File: src/rtl/aes_arb_pkg.sv
// aes_arb_pkg: shared types and widths for the AES job arbiter.
//   - aes_arb_state_e : arbiter FSM states (IDLE -> ARB -> ISSUE -> RELEASE)
//   - N_REQ           : number of requesters (2)
//   - IDX_W           : width of a requester index
//   - KEY_W/ADDR_W/LOC_W : per-job command field widths (128/8/8)
package aes_arb_pkg;

  localparam int N_REQ  = 2;
  localparam int IDX_W  = 1;
  localparam int KEY_W  = 128;
  localparam int ADDR_W = 8;
  localparam int LOC_W  = 8;

  typedef enum logic [1:0] {
    ST_IDLE    = 2'd0,
    ST_ARB     = 2'd1,
    ST_ISSUE   = 2'd2,
    ST_RELEASE = 2'd3
  } aes_arb_state_e;

endpackage

File: src/rtl/aes_rr_arbiter.sv
// aes_rr_arbiter: two-way round-robin pick with a last-grant pointer.
// Ports:
//   clk, n_rst : clock, asynchronous active-low reset
//   req        : current request vector
//   advance    : load owner_idx into the last-grant pointer (job released)
//   owner_idx  : index of the requester that just finished
//   pick       : one-hot winner (zero when req is zero)
//   pick_idx   : index of the winner
module aes_rr_arbiter
  import aes_arb_pkg::*;
(
  input  logic             clk,
  input  logic             n_rst,
  input  logic [N_REQ-1:0] req,
  input  logic             advance,
  input  logic [IDX_W-1:0] owner_idx,
  output logic [N_REQ-1:0] pick,
  output logic [IDX_W-1:0] pick_idx
);

  logic [IDX_W-1:0] last_idx_q;

  // Reset to requester 1 so that requester 0 wins the first tie.
  always_ff @(posedge clk or negedge n_rst) begin
    if (!n_rst) begin
      last_idx_q <= 1'b1;
    end else if (advance) begin
      last_idx_q <= owner_idx;
    end
  end

  always_comb begin
    pick_idx = 1'b0;
    pick     = '0;
    if (req[0] && req[1]) begin
      pick_idx = ~last_idx_q;
    end else if (req[1]) begin
      pick_idx = 1'b1;
    end
    if (|req) begin
      pick[pick_idx] = 1'b1;
    end
  end

endmodule

File: src/rtl/aes_job_arbiter.sv
// aes_job_arbiter: shares one AES controller between two requesters.
// A job is latched in ARB, issued with aes_start held until aes_done, and
// released once aes_done falls again.
//
// Handshake: req[i] is a level held until done_pulse[i]; aes_start is a
// level held with a stable command until aes_done is sampled high, after
// which aes_start drops and the arbiter waits for aes_done to fall before
// releasing grant.
//
// Optional feature: define AES_ARB_TIMEOUT_EN to abort an ISSUE that waits
// TIMEOUT_CYC cycles without aes_done (err[owner] pulses instead of
// done_pulse). Without it err is tied to zero and ISSUE waits forever.
//
// Ports:
//   clk, n_rst        : clock, asynchronous active-low reset
//   req[1:0]          : per-requester job request level
//   req_key/addr/loc/mode : per-requester job fields, requester i at slot i
//   grant[1:0]        : one-hot engine owner, zero when idle
//   done_pulse[1:0]   : one-cycle completion strobe to the owner
//   err[1:0]          : one-cycle timeout strobe to the owner
//   aes_start, aes_key, aes_addr, aes_loc, aes_mode : command to AES (zero when aes_start=0)
//   aes_done          : AES controller done level
//   busy              : high whenever the FSM is not IDLE
//   dbg_state         : current FSM state for observation
module aes_job_arbiter
  import aes_arb_pkg::*;
#(
  parameter int TIMEOUT_CYC = 1024
)
(
  input  logic                   clk,
  input  logic                   n_rst,
  input  logic [N_REQ-1:0]       req,
  input  logic [N_REQ*KEY_W-1:0] req_key,
  input  logic [N_REQ*ADDR_W-1:0] req_addr,
  input  logic [N_REQ*LOC_W-1:0] req_loc,
  input  logic [N_REQ-1:0]       req_mode,
  output logic [N_REQ-1:0]       grant,
  output logic [N_REQ-1:0]       done_pulse,
  output logic [N_REQ-1:0]       err,
  output logic                   aes_start,
  output logic [KEY_W-1:0]       aes_key,
  output logic [ADDR_W-1:0]      aes_addr,
  output logic [LOC_W-1:0]       aes_loc,
  output logic                   aes_mode,
  input  logic                   aes_done,
  output logic                   busy,
  output aes_arb_state_e         dbg_state
);

  aes_arb_state_e   state_q, state_d;
  logic [N_REQ-1:0] grant_q;
  logic [N_REQ-1:0] done_q;
  logic [IDX_W-1:0] owner_q;
  logic [KEY_W-1:0] key_q;
  logic [ADDR_W-1:0] addr_q;
  logic [LOC_W-1:0] loc_q;
  logic             mode_q;

  logic [N_REQ-1:0] pick;
  logic [IDX_W-1:0] pick_idx;
  logic             timeout_hit;
  logic             release_done;

  assign release_done = (state_q == ST_RELEASE) && !aes_done;

  aes_rr_arbiter u_rr (
    .clk       (clk),
    .n_rst     (n_rst),
    .req       (req),
    .advance   (release_done),
    .owner_idx (owner_q),
    .pick      (pick),
    .pick_idx  (pick_idx)
  );

  always_comb begin
    state_d = state_q;
    case (state_q)
      ST_IDLE:    if (|req) state_d = ST_ARB;
      // A request withdrawn before arbitration leaves nothing to latch.
      ST_ARB:     state_d = (|req) ? ST_ISSUE : ST_IDLE;
      ST_ISSUE:   if (aes_done || timeout_hit) state_d = ST_RELEASE;
      ST_RELEASE: if (!aes_done) state_d = ST_IDLE;
      default:    state_d = ST_IDLE;
    endcase
  end

  always_ff @(posedge clk or negedge n_rst) begin
    if (!n_rst) begin
      state_q <= ST_IDLE;
      grant_q <= '0;
      done_q  <= '0;
      owner_q <= '0;
      key_q   <= '0;
      addr_q  <= '0;
      loc_q   <= '0;
      mode_q  <= 1'b0;
    end else begin
      state_q <= state_d;
      done_q  <= '0;
      if ((state_q == ST_ARB) && (|req)) begin
        grant_q <= pick;
        owner_q <= pick_idx;
        key_q   <= req_key[int'(pick_idx)*KEY_W +: KEY_W];
        addr_q  <= req_addr[int'(pick_idx)*ADDR_W +: ADDR_W];
        loc_q   <= req_loc[int'(pick_idx)*LOC_W +: LOC_W];
        mode_q  <= req_mode[pick_idx];
      end
      // aes_done wins over a coincident timeout.
      if ((state_q == ST_ISSUE) && aes_done) begin
        done_q <= grant_q;
      end
      if (release_done) begin
        grant_q <= '0;
      end
    end
  end

`ifdef AES_ARB_TIMEOUT_EN
  localparam int CNT_W = (TIMEOUT_CYC > 2) ? $clog2(TIMEOUT_CYC) : 1;

  logic [CNT_W-1:0] cnt_q;
  logic [N_REQ-1:0] err_q;

  assign timeout_hit = (state_q == ST_ISSUE) && !aes_done &&
                       (cnt_q == CNT_W'(TIMEOUT_CYC - 1));

  // Cleared in ARB so the first ISSUE cycle sees zero.
  always_ff @(posedge clk or negedge n_rst) begin
    if (!n_rst) begin
      cnt_q <= '0;
      err_q <= '0;
    end else begin
      err_q <= '0;
      if (state_q == ST_ARB) begin
        cnt_q <= '0;
      end else if (state_q == ST_ISSUE) begin
        cnt_q <= cnt_q + 1'b1;
      end
      if (timeout_hit) begin
        err_q <= grant_q;
      end
    end
  end

  assign err = err_q;
`else
  logic timeout_cfg_unused;
  assign timeout_cfg_unused = (TIMEOUT_CYC == 0);
  assign timeout_hit        = 1'b0;
  assign err                = '0;
`endif

  assign aes_start  = (state_q == ST_ISSUE);
  assign aes_key    = aes_start ? key_q  : '0;
  assign aes_addr   = aes_start ? addr_q : '0;
  assign aes_loc    = aes_start ? loc_q  : '0;
  assign aes_mode   = aes_start ? mode_q : 1'b0;
  assign grant      = grant_q;
  assign done_pulse = done_q;
  assign busy       = (state_q != ST_IDLE);
  assign dbg_state  = state_q;

endmodule

File: config.mk
export PLATFORM = sky130hd
export DESIGN_NAME = aes_job_arbiter
export DESIGN_NICKNAME = d
export VERILOG_FILES = /design/src/rtl/aes_arb_pkg.sv /design/src/rtl/aes_rr_arbiter.sv /design/src/rtl/aes_job_arbiter.sv
export SDC_FILE = /design/constraint.sdc
export NUM_CORES = 1
export LEC_CHECK = 0
export CAP_MARGIN = 20
export CORE_AREA = 8 8 168 170
export DETAILED_ROUTE_END_ITERATION = 7
export DIE_AREA = 0 0 176 178
export GPL_ROUTABILITY_DRIVEN = 1
export PLACE_DENSITY = 0.82
export SETUP_SLACK_MARGIN = 0.4
export SLEW_MARGIN = 5
export SYNTH_ARGS = -nofsm -noshare
export SYNTH_HDL_FRONTEND = slang
export SYNTH_HIERARCHICAL = 1
export SYNTH_SLANG_ARGS = --single-unit
File: constraint.sdc
create_clock -name clk -period 2.48 [get_ports clk]
set_input_delay 0.496 -clock clk [delete_from_list [all_inputs] [get_ports clk]]
set_output_delay 0.496 -clock clk [all_outputs]
set_load 0.01 [all_outputs]
==> results of run 1 <==
## layout make-up
class                      count  area [µm²]  area share [%]
timing repair buffer         548        6110            37.3
multi-input combinational    604        5410            33.1
sequential                   153        3830            23.4
clock buffer                  20         447            2.73
tap                          335         419            2.56
clock inverter                12         143           0.872
inverter                       1        3.75          0.0229
## cell usage after synthesis (2+ instances only)
cell / instances
a21boi_1: 3
a21oi_1: 191
a21oi_4: 100
a22o_1: 2
and2_1: 146
and3_1: 2
buf_1: 2
buf_12: 10
buf_2: 34
buf_4: 6
buf_6: 2
clkbuf_1: 28
dfrtp_1: 152
mux2i_1: 145
nand2_1: 2
## metal layers
metal / vias up / GRT usage, % / part of all wire [%] / wire length (µm)
met5: - / 0 / 0.031 / 11
met4: 2 / 6.46 / 2.2 / 762
met3: 46 / 6.88 / 7.5 / 2660
met2: 343 / 37.4 / 53 / 18600
met1: 4108 / 24.0 / 38 / 13400
li1: 3901 / - / - / -
## stage by stage
stage / utilization, % / total power (W) / setup WS, ps / std cells
final: 63.9 / 0.0201 / 6.36 / 1673
after global routing: 63.9 / 0.0212 / -82.0 / 1673
after CTS: 60.6 / 0.0183 / -70.3 / 1655
after detailed placement: 56.4 / 0.0145 / 116 / 1582
after global placement: 56.4 / 0.0142 / 161 / 1582
after floorplan: - / 0.0101 / 756 / 841
## path summary, 6_finish.rpt
path                              start               to  depth (start not counted)
setup / recovery           dbg_state[0]     aes_key[102]                          9
hold / removal                  owner_q  u_rr/last_idx_q                          2
setup reg to reg           dbg_state[0]        key_q[20]                          7
hold reg to reg                 owner_q  u_rr/last_idx_q                          2
max in group asynchronous         n_rst        key_q[30]                          3
min in group asynchronous         n_rst        key_q[95]                          2
## sequential cells by signal (all words and copies together), names as in the netlist, named ones only
| register | count |
|---|---|
| key_q | 128 |
| addr_q | 8 |
| loc_q | 8 |
| done_pulse | 2 |
| grant | 2 |
| dbg_state | 1 |
| mode_q | 1 |
| owner_q | 1 |
| u_rr/last_idx_q | 1 |
## what timing repair did
item,in CTS,in global routing
cloned,7,4
buffers inserted,33,14
pin swaps,21,51
endpoints found under the setup margin,147,147
gates resized for setup,649,282
hold buffers,1,0
hold endpoints to repair,38,0
## worst reg2reg max path, cell delays in order (launching register included)
cell and delay, ps:
dfrtp_1 340, buf_4 100, buf_4 100, nor2b_4 220, and2_4 230, buf_12 230, buf_4 290, a21oi_4 70
## power breakdown
group          total [W]  internal (W)  switching, W
Clock            0.00265       0.00153       0.00112
Sequential       0.00447       0.00373      0.000741
Combinational     0.0130       0.00732       0.00568
## logic make-up (layout without fill, tap and decap cells)
logic type / count (synthesis) / after routing
mux: 146 / 146
other cells: 1 / 2
flops: 153 / 153
compound gates: 299 / 299
simple gates: 157 / 157
buf+inv: 84 / 581
==> results by group, run 1 <==
Die
  – Row cnt: 59
  – Core ar.: 25600 µm²
  – Initial Util: 37.0%
  – Die Width: 176 µm
  – I/O pin count: 450
  – Die footprint: 31300 µm²
  – Chip height: 178 µm

Detailed routing
  – Routed Antenna Nets: 0
  – WL/cell: 21.2 µm
  – Routed WL: 35.4 mm
  – 1st-pass router iterations: 5
  – Vias after detailed routing: 8400
  – DR DRC count: 0
  – Initial DRC Count: 387
  – Via/cell ratio: 5.02

Synthesis
  – Simple-gate share of the synthesized area: 10.3%
  – Leading area contributor after synthesis: dfrtp_1
  – Top cells by area, synth: dfrtp_1 40%, a21oi_4 17%, mux2i_1 15%
  – Post-Synthesis Cells: 840
  – Avg Inst Size Synth: 11.3 µm²
  – Fraction of registers with async set/reset: 100%
  – Number of enable flip-flop cells after synthesis: 0
  – Largest family of logic cells by synthesized area: compound AO/OA/AOI/OAI gates
  – Area share of the largest cell type after synthesis: 40.1%
  – Yosys Warn Count: 6
  – Distinct cell type count after synthesis: 30
  – Flops & latches, synth: 153
  – Cell Area, Synth: 9490 µm²
  – Post-synthesis xor/xnor area fraction: 0%
  – Compound-Gate Fraction of Synth Area: 27.8%
  – Main synth FF type: dfrtp_1
  – Mux cell area share after synthesis: 15.4%
  – Post-synthesis sequential area ratio: 40.4%
  – Adder-cell share of the synthesized area: 0%

Global routing
  – Global-route usage over all layers: 21.2%
  – Largest net degree at the start of global routing: 82
  – Overflow after GRT: 0
  – Vias in the first global route: 9031
  – Initial antenna violation count: 1
  – First-pass GRT wire length: 52.0 mm

Finish
  – Area grow syn2layout: 72.5%
  – Fin nets: 1620
  – Commonest non-fill, non-tap cells in the layout: 298 x clkdlybuf4s50_1, 191 x a21oi_1, 166 x buf_6
  – Layout cell share with drive strength beyond 1: 37.7%
  – Most common cell after layout, fill and taps aside: clkdlybuf4s50_1
  – ANT cells: 0
  – Final Cell Area: 16400 µm²
  – FILL cells: 1932

Worst setup path
  – CP most frequent cell: buf_6
  – Worst setup SP type: flop
  – Crit Path Max Fanout: 8
  – Delay-heaviest family, CP: buffers and inverters
  – Crit path DAT: 1980 ps
  – CP Class: flop to primary output
  – Buffers & Inverters on Critical Path: 7
  – Worst path cell trace: and2b_4 -> buf_12 -> buf_12 -> buf_16 -> buf_6 -> buf_8 -> buf_6 -> and2_4 -> buf_6
  – Setup crit end kind: primary output
  – Worst EP required: 1980 ps
  – Largest stage delay on the critical path: 380 ps
  – CP max stage cell: dfrtp_1
  – Flop-to-flop setup slack: 760 ps

Flow run
  – Max-Cap Viols: 0

Placement
  – DP Wirelength: 24.8 mm
  – Port Buffers: 447
  – Post-DP Area: 14500 µm²
  – GPL Wtd Cong: 0.813

Timing
  – RSZ-0062 raised after global routing: yes
  – Setup TNS: 0 ps
  – Worst-margin pin slew: 748 ps
  – Slew Limit Fails: 0
  – Final period utilization: 99.7%
  – Final min period: 2470 ps
  – Slew headroom: 50.2%
  – # setup viols final: 0
  – Final Hold Viols: 0
  – Clock skew: 19.7 ps
  – Max Fclk: 404 MHz
  – Hold_ws: 512 ps

CTS
  – Worst-path clk slew: 70 ps
  – CTS tree: built
  – Clk sink count: 153
  – TritonCTS Buffers: 17
  – H-tree levels: 4
  – CTS Buffer Depth: 2
  – Root buf cell: clkbuf_16
  – Clock Latency Late Sink: 420 ps

Worst hold path
  – Type of the tightest min-delay check: flop to flop

Power
  – Power density over the cells: 1230 nW/µm²
  – Max VDD drop: 0.680 mV
  – Leak: 6.91 nW

Outcome
  – Outcome: finished clean
No activity file was read; power rests on OpenSTA's default activity.
==> inputs of run 2 (changes only) <==
Settings changed: PLACE_DENSITY 0.82 to 0.76, RECOVER_POWER set to 25.
==> results by group, run 2 (same netlist as run 1, synthesis figures left out) <==
Outcome
  – Outcome: complete, but fails checks
  – Failing checks: setup timing

CTS
  – Clock Latency Late Sink: 410 ps (about the same)
  – CTS tree: built
  – CTS Buffer Depth: 2 (unchanged)
  – Clk sink count: 153 (unchanged)
  – Worst-path clk slew: 70 ps (about the same)
  – TritonCTS Buffers: 17 (unchanged)
  – Root buf cell: clkbuf_16
  – H-tree levels: 4 (unchanged)

Die
  – Chip height: 178 µm (unchanged)
  – Initial Util: 37.0% (unchanged)
  – Row cnt: 59 (unchanged)
  – I/O pin count: 450 (unchanged)
  – Die Width: 176 µm (unchanged)
  – Die footprint: 31300 µm² (unchanged)
  – Core ar.: 25600 µm² (unchanged)

Detailed routing
  – Routed WL: 37.8 mm (+6.9%)
  – Vias after detailed routing: 8559 (+1.9%)
  – Initial DRC Count: 426 (+10%)
  – 1st-pass router iterations: 4 (-1)
  – Via/cell ratio: 5.06 (+0.87%)
  – DR DRC count: 0 (unchanged)
  – Routed Antenna Nets: 0 (unchanged)
  – WL/cell: 22.4 µm (+5.8%)

Flow run
  – Max-Cap Viols: 0 (unchanged)

Worst setup path
  – Worst EP required: 1980 ps (about the same)
  – Setup crit end kind: primary output
  – Buffers & Inverters on Critical Path: 7 (unchanged)
  – CP most frequent cell: buf_6
  – Worst setup SP type: flop
  – CP max stage cell: dfrtp_1
  – Delay-heaviest family, CP: buffers and inverters
  – Crit path DAT: 2000 ps (+20 ps)
  – Largest stage delay on the critical path: 370 ps (about the same)
  – Worst path cell trace: and2b_4 -> buf_12 -> buf_6 -> buf_6 -> buf_16 -> buf_6 -> buf_6 -> and2_4 -> buf_6
  – Crit Path Max Fanout: 7 (-1)
  – CP Class: flop to primary output

Global routing
  – Vias in the first global route: 9344 (+3.5%)
  – Initial antenna violation count: 0 (-1)
  – Largest net degree at the start of global routing: 77 (-6.1%)
  – Overflow after GRT: 0 (unchanged)
  – First-pass GRT wire length: 55.1 mm (+6.1%)
  – Global-route usage over all layers: 22.6% (+1.4 points)

Finish
  – Max reg flops: 128 (unchanged)
  – Commonest non-fill, non-tap cells in the layout: 299 x clkdlybuf4s50_1, 191 x a21oi_1, 152 x dfrtp_1
  – Most common cell after layout, fill and taps aside: clkdlybuf4s50_1
  – Biggest regs: key_q (128), addr_q (8), loc_q (8)
  – Layout cell share with drive strength beyond 1: 35.8% (-1.9 points)
  – FF+latch area: 3830 µm² (unchanged)
  – ANT cells: 0 (unchanged)
  – Largest Register: key_q
  – Area occupied by multi-input gates: 5320 µm² (-1.7%)
  – FILL cells: 2060 (+6.6%)
  – Final Cell Area: 16100 µm² (-1.4%)
  – Area grow syn2layout: 70.0%
  – Fin nets: 1637 (+1.0%)
  – Final Non-Filler Cells: 1690 (+1.0%)

Timing
  – Slew headroom: 20.1% (-30 points)
  – Slew Limit Fails: 0 (unchanged)
  – Final Hold Viols: 0 (unchanged)
  – Setup TNS: -25.5 ps (-25.5 ps)
  – Clock skew: 8.03 ps (-11.7 ps)
  – Final period utilization: 101% (+0.80 points)
  – # setup viols final: 2 (+2)
  – RSZ-0062 raised after global routing: yes
  – Final min period: 2490 ps (+19.9 ps)
  – Max Fclk: 401 MHz (-0.80%)
  – Final worst-path setup slack: -13.5 ps (-19.9 ps)
  – Worst-margin pin slew: 1200 ps (+451 ps)

Power
  – Power density over the cells: 1230 nW/µm² (-0.20%)
  – Leak: 6.83 nW (-1.2%)
  – Max VDD drop: 0.544 mV (-20%)
  – Total power draw: 0.0198 W (-1.6%)

Placement
  – Worst slack at placement: 105 ps (-10.8 ps)
  – GPL Wtd Cong: 0.808 (-0.68%)
  – Post-DP Area: 14400 µm² (-0.40%)
  – DP Wirelength: 24.8 mm (+0.17%)
  – Port Buffers: 447 (unchanged)
  – Cells after DPL: 1586 (+0.25%)

Worst hold path
  – Type of the tightest min-delay check: primary input to asynchronous set/reset pin
-- run 2: final timing paths --
check / start / to / slack (ps) / cells past startpoint
worst max-delay path: dbg_state[0] / aes_mode / -10 / 9
worst min-delay path: n_rst / key_q[110] / 320 / 1
worst max register to register: flop / key_q[51] / 790 / 6
worst min register to register: owner_q / u_rr/last_idx_q / 500 / 2
max in group asynchronous: n_rst / key_q[84] / 390 / 2
min in group clk: owner_q / u_rr/last_idx_q / 500 / 2
-- run 2: through the flow --
step | hold slack (ps) | utilization [%]
final | 315 | 63.0
after global routing | 389 | 63.0
after CTS | 9.62 | 60.5
after detailed placement | 470 | 56.2
after global placement | 468 | 56.2
after floorplan | 200 | -
-- run 2: what timing repair did --
item,in CTS,in global routing
gates cloned,10,3
setup endpoints to repair,147,147
gates resized for setup,410,357
hold buffers,0,0
pin swaps,16,39
setup buffers,31,28
hold endpoints to repair,0,0
-- run 2: power by group --
group / total (W) / switching (W) / internal [W]
combinational: 0.0128 / 0.00580 / 0.00696
clock: 0.00262 / 0.00120 / 0.00142
sequential: 0.00442 / 0.000696 / 0.00373
total: 0.0198 / 0.00769 / 0.0121
-- run 2: area by class of cell --
type / count / share of cell area, %
clock buffers: 19 / 2.68
multi-input cells: 604 / 33.0
flip-flops and latches: 153 / 23.7
clock inverters: 13 / 0.845
well taps: 335 / 2.60
repair buffers: 565 / 37.1
inverters: 1 / 0.0233
-- run 2: worst register-to-register path: cells and delay by family, from the launching register on --
kind / cells / cell delay (ps)
AO/OA/AOI/OAI: 1 / 80
buffers and inverters: 3 / 710
flip-flops: 1 / 370
AND/OR/NAND/NOR: 2 / 400
-- run 2: layer usage --
metal,part of all wire (%),global-route usage (%),vias to the layer above
li1,-,-,3945
met1,40,27.0,4209
met2,50,39.4,352
met3,6.8,6.48,53
met4,2.6,6.04,0
met5,0,0,-
==> inputs of run 3 (changes only) <==
Settings changed: HOLD_SLACK_MARGIN set to 0.06.
==> results by group, run 3 (same netlist as run 1, synthesis figures left out) <==
Placement
  – Worst slack at placement: 105 ps (unchanged)
  – GPL Wtd Cong: 0.808 (unchanged)
  – DP Wirelength: 24.8 mm (unchanged)
  – Port Buffers: 447 (unchanged)

CTS
  – CTS tree: built
  – Clk sink count: 153 (unchanged)
  – H-tree levels: 4 (unchanged)
  – Clock Latency Late Sink: 420 ps (about the same)
  – Root buf cell: clkbuf_16
  – TritonCTS Buffers: 17 (unchanged)
  – CTS Buffer Depth: 2 (unchanged)
  – Worst-path clk slew: 70 ps (about the same)

Detailed routing
  – Routed WL: 37.8 mm (-0.12%)
  – Via/cell ratio: 5.05 (-0.35%)
  – Vias after detailed routing: 8534 (-0.29%)
  – Routed Antenna Nets: 0 (unchanged)
  – WL/cell: 22.3 µm (-0.18%)
  – DR DRC count: 0 (unchanged)
  – Initial DRC Count: 443 (+4.0%)
  – 1st-pass router iterations: 4 (unchanged)

Worst setup path
  – Worst EP required: 1980 ps (about the same)
  – Setup crit end kind: primary output
  – Worst setup SP type: flop
  – Crit Path Max Fanout: 7 (unchanged)
  – CP Class: flop to primary output
  – Crit path DAT: 1990 ps (about the same)

Timing
  – Worst-margin pin slew: 1230 ps (+28.7 ps)
  – Final period utilization: 100% (-0.10 points)
  – Setup TNS: -20.2 ps (+5.29 ps)
  – RSZ-0062 raised after global routing: yes
  – Clock skew: 12.4 ps (+4.32 ps)
  – Final Hold Viols: 0 (unchanged)
  – # setup viols final: 2 (unchanged)
  – Final worst-path setup slack: -10.9 ps (+2.59 ps)
  – Slew headroom: 18.2% (-1.9 points)
  – Max Fclk: 401 MHz (+0.10%)
  – Final min period: 2490 ps (-2.59 ps)
  – Slew Limit Fails: 0 (unchanged)

Worst hold path
  – Type of the tightest min-delay check: flop to flop

Die
  – I/O pin count: 450 (unchanged)
  – Core ar.: 25600 µm² (unchanged)
  – Die footprint: 31300 µm² (unchanged)
  – Die Width: 176 µm (unchanged)
  – Initial Util: 37.0% (unchanged)
  – Chip height: 178 µm (unchanged)
  – Row cnt: 59 (unchanged)

Finish
  – Most common cell after layout, fill and taps aside: clkdlybuf4s50_1
  – Area grow syn2layout: 70.3%
  – Fin nets: 1638 (+0.061%)
  – Max reg flops: 128 (unchanged)
  – Commonest non-fill, non-tap cells in the layout: 299 x clkdlybuf4s50_1, 191 x a21oi_1, 152 x dfrtp_1
  – Biggest regs: key_q (128), addr_q (8), loc_q (8)
  – Layout cell share with drive strength beyond 1: 35.8% (+0.047 points)
  – Util after Layout: 63.1% (+0.10 points)
  – ANT cells: 0 (unchanged)
  – Largest Register: key_q

Global routing
  – Initial antenna violation count: 0 (unchanged)
  – Largest net degree at the start of global routing: 77 (unchanged)
  – Vias in the first global route: 9344 (unchanged)
  – First-pass GRT wire length: 55.1 mm (about the same)
  – Global-route usage over all layers: 22.6% (about the same)
  – Overflow after GRT: 0 (unchanged)

Power
  – Leak: 6.84 nW (+0.18%)
  – Max VDD drop: 0.543 mV (-0.10%)
  – Power density over the cells: 1220 nW/µm² (-0.28%)

Flow run
  – Max-Cap Viols: 0 (unchanged)

Outcome
  – Failing checks: setup timing
  – Outcome: complete, but fails checks
==> run 3: what timing repair did <==
item	in CTS	in global routing
pin swaps	16	39
resized for setup	410	357
setup endpoints to repair	147	147
hold buffers	1	0
cloned	10	3
setup buffers	31	28
hold endpoints to repair	41	0
==> run 3: path summary, 6_finish.rpt <==
kind,startpoint,to,slack (ps),cells after the start
setup / recovery,dbg_state[0],aes_mode,-10,9
hold / removal,owner_q,u_rr/last_idx_q,510,2
setup reg to reg,flop,key_q[51],710,6
hold reg to reg,owner_q,u_rr/last_idx_q,510,2
max in group asynchronous,n_rst,key_q[21],280,3
min in group asynchronous,n_rst,key_q[110],860,2
==> run 3: layout make-up <==
type                            instances  area (µm²)
Fill cell                            2054        9460
Timing Repair Buffer                  566        6010
Multi-Input combinational cell        604        5320
Sequential cell                       153        3830
Clock buffer                           19         433
Tap cell                              335         419
Clock inverter                         13         136
Inverter                                1        3.75
==> run 3: stage by stage <==
stage                     hold slack [ps]  std cells  instance area [µm²]  power (W)
after global placement                468       1586                14400     0.0141
final                                 510       1691                16200     0.0198
after global routing                  538       1691                16200     0.0208
after detailed placement              470       1586                14400     0.0143
after CTS                             496       1660                15500     0.0181
after floorplan                       200        841                 9490     0.0101
==> run 3: worst max-delay path, cell delays in order (launching register included) <==
cell and delay [ps]:
dfrtp_1 370, and2b_4 360, buf_12 160, buf_6 100, buf_6 100, buf_16 90, buf_6 80, buf_6 90
and2_4 130, buf_6 90
==> run 3: power breakdown <==
| part | internal, W | leakage, nW | switching, W |
|---|---|---|---|
| clock | 0.00142 | 0.269 | 0.00119 |
| combinational | 0.00696 | 4.88 | 0.00578 |
| sequential | 0.00373 | 1.69 | 0.000699 |
| total | 0.0121 | 6.84 | 0.00767 |
==> run 3: routing by layer <==
layer  up-vias  track usage [%]  wire length (µm)
met4         0             6.04               936
met1      4186             26.9             14900
met3        48             6.48              2860
met2       358             39.4             19000
met5         -                0                 0
li1       3942                -                 -
